==> config.mk <==
export PLATFORM = sky130hd
export DESIGN_NAME = pc_fetch_unit
export DESIGN_NICKNAME = d
export VERILOG_FILES = /design/src/rtl/pc_fetch_unit.sv
export SDC_FILE = /design/constraint.sdc
export NUM_CORES = 1
export LEC_CHECK = 0
export CORE_UTILIZATION = 51
export CTS_BUF_LIST = sky130_fd_sc_hd__clkbuf_2 sky130_fd_sc_hd__clkbuf_4 sky130_fd_sc_hd__clkbuf_8
export CTS_CLUSTER_SIZE = 24
export DETAILED_ROUTE_END_ITERATION = 12
export PLACE_DENSITY_LB_ADDON = 0.3
export SKIP_LAST_GASP = 1
export SLEW_MARGIN = 0
export SYNTH_ARGS = -nofsm -noshare
export SYNTH_HDL_FRONTEND = slang
export SYNTH_SLANG_ARGS = --single-unit
==> constraint.sdc <==
create_clock -name CLK -period 2.05 [get_ports CLK]
set_clock_uncertainty 0.1 [all_clocks]
set_input_delay 0.41 -clock CLK [delete_from_list [all_inputs] [get_ports CLK]]
set_output_delay 0.41 -clock CLK [all_outputs]
set_load 0.01 [all_outputs]
==> src/rtl/pc_fetch_unit.sv <==
// Fetch-stage PC generator: fixed-priority next-PC select, one-entry stalled-redirect buffer,
// and a circular return-address stack for JR-return prediction.
module pc_fetch_unit #(
  parameter int              WIDTH     = 32,
  parameter logic [WIDTH-1:0] RESET_VEC = '0,
  parameter logic [WIDTH-1:0] EXC_VEC   = 32'h80000180,
  parameter int              INC       = 4,
  parameter int              RAS_DEPTH = 4,
  localparam int             CW        = $clog2(RAS_DEPTH+1)
) (
  input  logic             CLK,
  input  logic             RST,
  input  logic             StallF,
  input  logic             ExcF,
  input  logic             BranchE,
  input  logic [WIDTH-1:0] BranchTgtE,
  input  logic             JumpD,
  input  logic [WIDTH-1:0] JumpTgtD,
  input  logic             CallD,
  input  logic             RetD,
  input  logic [WIDTH-1:0] RetAddrD,
  output logic [WIDTH-1:0] PCF,
  output logic [WIDTH-1:0] PCPlusF,
  output logic             RedirectF,
  output logic [CW-1:0]    RasCount
);
  localparam int PW = (RAS_DEPTH > 1) ? $clog2(RAS_DEPTH) : 1;
  localparam logic [CW-1:0] FULL = CW'(RAS_DEPTH);
  localparam logic [PW-1:0] LAST = PW'(RAS_DEPTH-1);

  typedef struct packed {
    logic             vld;
    logic             exc;
    logic [WIDTH-1:0] tgt;
  } pend_t;

  logic [WIDTH-1:0] pcf, pc_n;
  logic             redir, redir_n;
  pend_t            pend, pend_n;

  logic [RAS_DEPTH-1:0][WIDTH-1:0] ras;
  logic [PW-1:0]    tp, tp_inc, tp_dec;
  logic [CW-1:0]    cnt;
  logic             ras_empty, ras_clr, do_push, do_pop, do_repl;
  logic [WIDTH-1:0] top;

  assign PCF       = pcf;
  assign PCPlusF   = pcf + WIDTH'(INC);
  assign RedirectF = redir;
  assign RasCount  = cnt;

  assign ras_empty = (cnt == '0);
  assign top       = ras[tp];
  assign tp_inc    = (tp == LAST) ? '0 : tp + PW'(1);
  assign tp_dec    = (tp == '0) ? LAST : tp - PW'(1);

  always_comb begin
    pc_n    = pcf;
    redir_n = 1'b0;
    pend_n  = pend;
    ras_clr = 1'b0;
    do_push = 1'b0;
    do_pop  = 1'b0;
    do_repl = 1'b0;
    if (StallF) begin
      // An exception already buffered is never displaced by a later branch
      if (ExcF) begin
        pend_n  = '{vld: 1'b1, exc: 1'b1, tgt: EXC_VEC};
        ras_clr = 1'b1;
      end else if (BranchE && !(pend.vld && pend.exc)) begin
        pend_n = '{vld: 1'b1, exc: 1'b0, tgt: BranchTgtE};
      end
    end else begin
      pend_n  = '0;
      redir_n = 1'b1;
      if (ExcF) begin
        pc_n    = EXC_VEC;
        ras_clr = 1'b1;
      end else if (BranchE) begin
        pc_n = BranchTgtE;
      end else if (pend.vld) begin
        pc_n = pend.tgt;
      end else if (RetD) begin
        pc_n = ras_empty ? JumpTgtD : top;
        if (CallD) begin
          do_push = ras_empty;
          do_repl = !ras_empty;
        end else begin
          do_pop = !ras_empty;
        end
      end else begin
        if (JumpD) begin
          pc_n = JumpTgtD;
        end else begin
          pc_n    = PCPlusF;
          redir_n = 1'b0;
        end
        do_push = CallD;
      end
    end
  end

  always_ff @(posedge CLK or negedge RST) begin
    if (!RST) begin
      pcf   <= RESET_VEC;
      redir <= 1'b0;
      pend  <= '0;
    end else begin
      pcf   <= pc_n;
      redir <= redir_n;
      pend  <= pend_n;
    end
  end

  // Push on a full stack advances past the oldest entry; count saturates
  always_ff @(posedge CLK or negedge RST) begin
    if (!RST) begin
      ras <= '0;
      tp  <= '0;
      cnt <= '0;
    end else if (ras_clr) begin
      tp  <= '0;
      cnt <= '0;
    end else if (do_push) begin
      tp          <= tp_inc;
      ras[tp_inc] <= RetAddrD;
      if (cnt != FULL) cnt <= cnt + CW'(1);
    end else if (do_pop) begin
      tp  <= tp_dec;
      cnt <= cnt - CW'(1);
    end else if (do_repl) begin
      ras[tp] <= RetAddrD;
    end
  end
endmodule

==> flow_metrics.py, run 1 <==
metrics = {
    "worst_setup_path": {
        "worstPathRequired_ns": 1.54,
        "crit_family": "simple AND/OR/NAND/NOR gates",
        "worstPathArrival_ns": 2.16,
        "cp.buffers_inverters": 2,
        "critPathLaunchType": "flip-flop",
        "cp_max_fo": 6,
        "max_stage_delay_ns": 0.41,
        "crit_chain": "ha_4, and4_4, nand3_4, buf_6, nor4_4, or2_4, buf_6",
        "cp_common_cell": "buf_6",
        "slowest_stage": "dfrtp_2",
        "endpoint_kind": "primary output",
        "crit_type": "reg -> out",
    },
    "floorplanning": {
        "core_area_sq_um": 21000,
        "die_h_um": 148,
        "ios": 172,
        "core.rowCount": 53,
        "die_w_um": 148,
        "initial_core_util_pct": 51.9,
        "die-area_sq_um": 22000,
    },
    "grt": {
        "antenna_found_initial": 0,
        "overflow": 0,
        "grt_max_degree": 50,
        "grtUsageTotal_pct": 30.9,
        "grt_pass1_vias": 9485,
        "grt_pass1_wl_um": 51800,
    },
    "synth": {
        "synthCells": 939,
        "ys_ff_latch": 200,
        "ys.flop_type": "dfrtp_1",
        "ys_seq_area_share_pct": 45.9,
        "yosysWarnings": 0,
        "synth.avg_cell_area_sq_um": 11.6,
        "synth_edf_count": 0,
        "synth_top_area_share_pct": 45.9,
        "yosys-top-cells-count": "dfrtp_1 (200), mux2_2 (114), nand2_1 (80)",
        "synthesis.nets": 1051,
        "synthArstFlopShare_pct": 100,
        "yosysTopAreaCell": "dfrtp_1",
        "synth.most_common_cell": "dfrtp_1",
        "synth_area_sq_um": 10900,
        "post_synth_num_cell_types": 76,
        "synth_area_leaders": "dfrtp_1 (46%), mux2_2 (12%), mux4_2 (6.6%)",
    },
    "timing": {
        "finalHoldViolCount": 0,
        "tns_ns": -17.62,
        "finalCriticalPeriod_ns": 2.67,
        "fin_ws_ns": -0.618,
        "timing.final.crit_share_pct": 130,
        "setup_viol": 161,
        "fmax_mhz": 375,
        "timing.hold.ws_ns": 0.336,
        "rsz0062_at_grt": "yes",
        "tightest_slew_ns": 0.446,
        "final-max-slew-violation-count": 0,
        "max_slew_margin_pct": 69.8,
    },
    "cts": {
        "path_clk_slew_ns": 0.12,
        "insertion_delay_ns": 0.49,
        "cts_tree": "done",
        "cts_sinks": 200,
        "cts_buffers": 17,
        "clockBufferDepth": 2,
        "clock-root-buffer": "clkbuf_8",
        "htreeDepth": 4,
    },
    "route": {
        "antenna_left": 0,
        "drt_drc_violations_left": 0,
        "wl_per_cell_um": 23.1,
        "vias_per_cell": 6.14,
        "dr.pass1.iters": 6,
        "wl_um": 36800,
        "drtIter0Drc": 1235,
        "vias": 9788,
    },
    "power_and_ir_drop": {
        "share_clk_of_total_power_pct": 29.7,
        "p_sw_share_pct": 30.0,
        "combPwrFrac_pct": 24.2,
        "p_int_mw": 6.87,
        "p_leak_nw": 7.39,
        "p_seq_share_pct": 46.2,
        "powerDensity_nw_per_um2": 608,
        "peakVddDrop_mv": 0.523,
        "power_switching_mw": 2.95,
    },
    "cells_and_area": {
        "multi_input_area_sq_um": 6190,
        "insertedDiodeCount": 0,
        "ff_latch_area_sq_um": 5010,
        "fillers": 1273,
        "area_delta_synth_final_pct": 48.2,
        "num-nets-final": 1419,
        "drive_gt1_share_pct": 43.1,
    },
    "status": {
        "status": "complete, but fails checks",
        "failed_checks": "setup timing",
    },
    "min_path": {
        "hp-class": "in -> async",
    },
    "placed_design": {
        "gp_congestion": 0.960,
        "hpwlAfterDp_um": 23700,
        "portBuffers": 171,
    },
    "run": {
        "maxCapViolCount": 0,
    },
}
==> cell families (layout without fill, tap and decap cells) <==
| logic type | count (synthesis) | after routing | synth area share [%] |
|---|---|---|---|
| buffers and inverters | 93 | 474 | 4.82 |
| multiplexers | 169 | 169 | 20.7 |
| AND/OR/NAND/NOR | 203 | 203 | 9.71 |
| AO/OA/AOI/OAI | 239 | 239 | 15.8 |
| adder cells (fa/ha/maj) | 8 | 8 | 0.918 |
| flip-flops | 200 | 200 | 45.9 |
| XOR/XNOR | 27 | 27 | 2.17 |
==> power by group through the flow <==
stage / sequential [mW] / combinational (mW) / clock (mW)
2_1_floorplan: 4.59 / 0.876 / 0
3_3_place_gp: 4.56 / 2.06 / 0
3_5_place_dp: 4.59 / 2.11 / 0
4_1_cts: 4.50 / 2.15 / 2.92
5_1_grt: 4.57 / 2.51 / 3.09
6_report: 4.53 / 2.37 / 2.92
==> cell type report <==
type                            instances  share of cell area [%]
Multi-Input combinational cell        646                    38.3
Sequential cell                       200                    31.0
Timing Repair Buffer                  420                    25.2
Tap cell                              275                    2.13
Clock buffer                           17                    1.45
Clock inverter                         15                    1.39
Inverter                               22                   0.511
==> final timing paths <==
| kind | start | slack [ns] | depth (start not counted) | to |
|---|---|---|---|---|
| worst max-delay path | PCF[3] | -0.62 | 7 | PCPlusF[22] |
| max in group asynchronous | RST | 0.91 | 3 | ras[91] |
| worst min-delay path | RST | 0.34 | 2 | pend[1] |
| worst min register to register | pend[7] | 0.40 | 2 | pend[7] |
| worst max register to register | PCF[3] | -0.13 | 10 | PCF[10] |
| min in group CLK | pend[7] | 0.40 | 2 | pend[7] |
==> per-stage QoR <==
stage	power [mW]	worst slack [ns]	instance area [sq um]	instances	utilization (%)
finish	9.82	-0.618	16200	1595	76.9
global route	10.2	-0.681	16200	1595	76.9
CTS	9.57	-0.607	15100	1569	71.8
detailed placement	6.70	-0.579	14200	1497	67.5
global placement	6.62	-0.525	14200	1497	67.5
floorplan	5.47	-0.120	10900	939	-
==> flip-flops by register name, indices dropped and copies added, names as in the netlist <==
register	flops
ras	128
pend	34
PCF	32
RasCount	3
tp	2
RedirectF	1
==> metal layers <==
metal | GRT usage [%] | vias up | wire length, um
met1 | 43.3 | 4911 | 15300
li1 | - | 4258 | -
met3 | 4.51 | 87 | 2830
met5 | 0 | - | 0
met2 | 49.3 | 532 | 17600
met4 | 10.8 | 0 | 1100
==> cell usage in the layout, fill, tap and decap left out, types with 6 or more instances in the layout <==
master,instances
nand2_1,71
and3_1,6
nor2b_1,6
nand4_1,12
mux2_4,78
nor3_1,9
xnor2_2,14
o221ai_1,27
a22o_1,31
buf_4,192
clkdlybuf4s50_1,110
nor2_1,24
mux4_2,32
dlymetal6s2s_1,8
xor2_1,6
buf_12,27
buf_6,21
dfrtp_1,193
inv_1,19
mux2_2,45
nand2b_1,7
o21ai_0,34
dfrtp_2,7
buf_2,24
a21oi_1,54
clkbuf_16,10
clkbuf_8,18
dlygate4sd2_1,21
nand3_1,7
a22oi_1,24
nand2_4,7
mux2_1,6
mux2i_1,8
==> repair_timing <==
item / CTS / global route
endpoints found under the setup margin: 158 / 184
hold buffers: 1 / 0
pin swaps: 29 / 47
resized for setup: 185 / 164
buffers inserted: 38 / 21
gates cloned: 2 / 13
endpoints found under the hold margin: 42 / 0
No activity file was read; power rests on OpenSTA's default activity.
==> run 2: changes to the inputs <==
--- a/config.mk
+++ b/config.mk
@@ -5,6 +5,7 @@
 export SDC_FILE = /design/constraint.sdc
 export NUM_CORES = 1
 export LEC_CHECK = 0
+export CAP_MARGIN = 20
 export CORE_UTILIZATION = 51
 export CTS_BUF_LIST = sky130_fd_sc_hd__clkbuf_2 sky130_fd_sc_hd__clkbuf_4 sky130_fd_sc_hd__clkbuf_8
 export CTS_CLUSTER_SIZE = 24
==> results of run 2 <==
No change in the layout: final DEF, timing and power equal those of run 1.
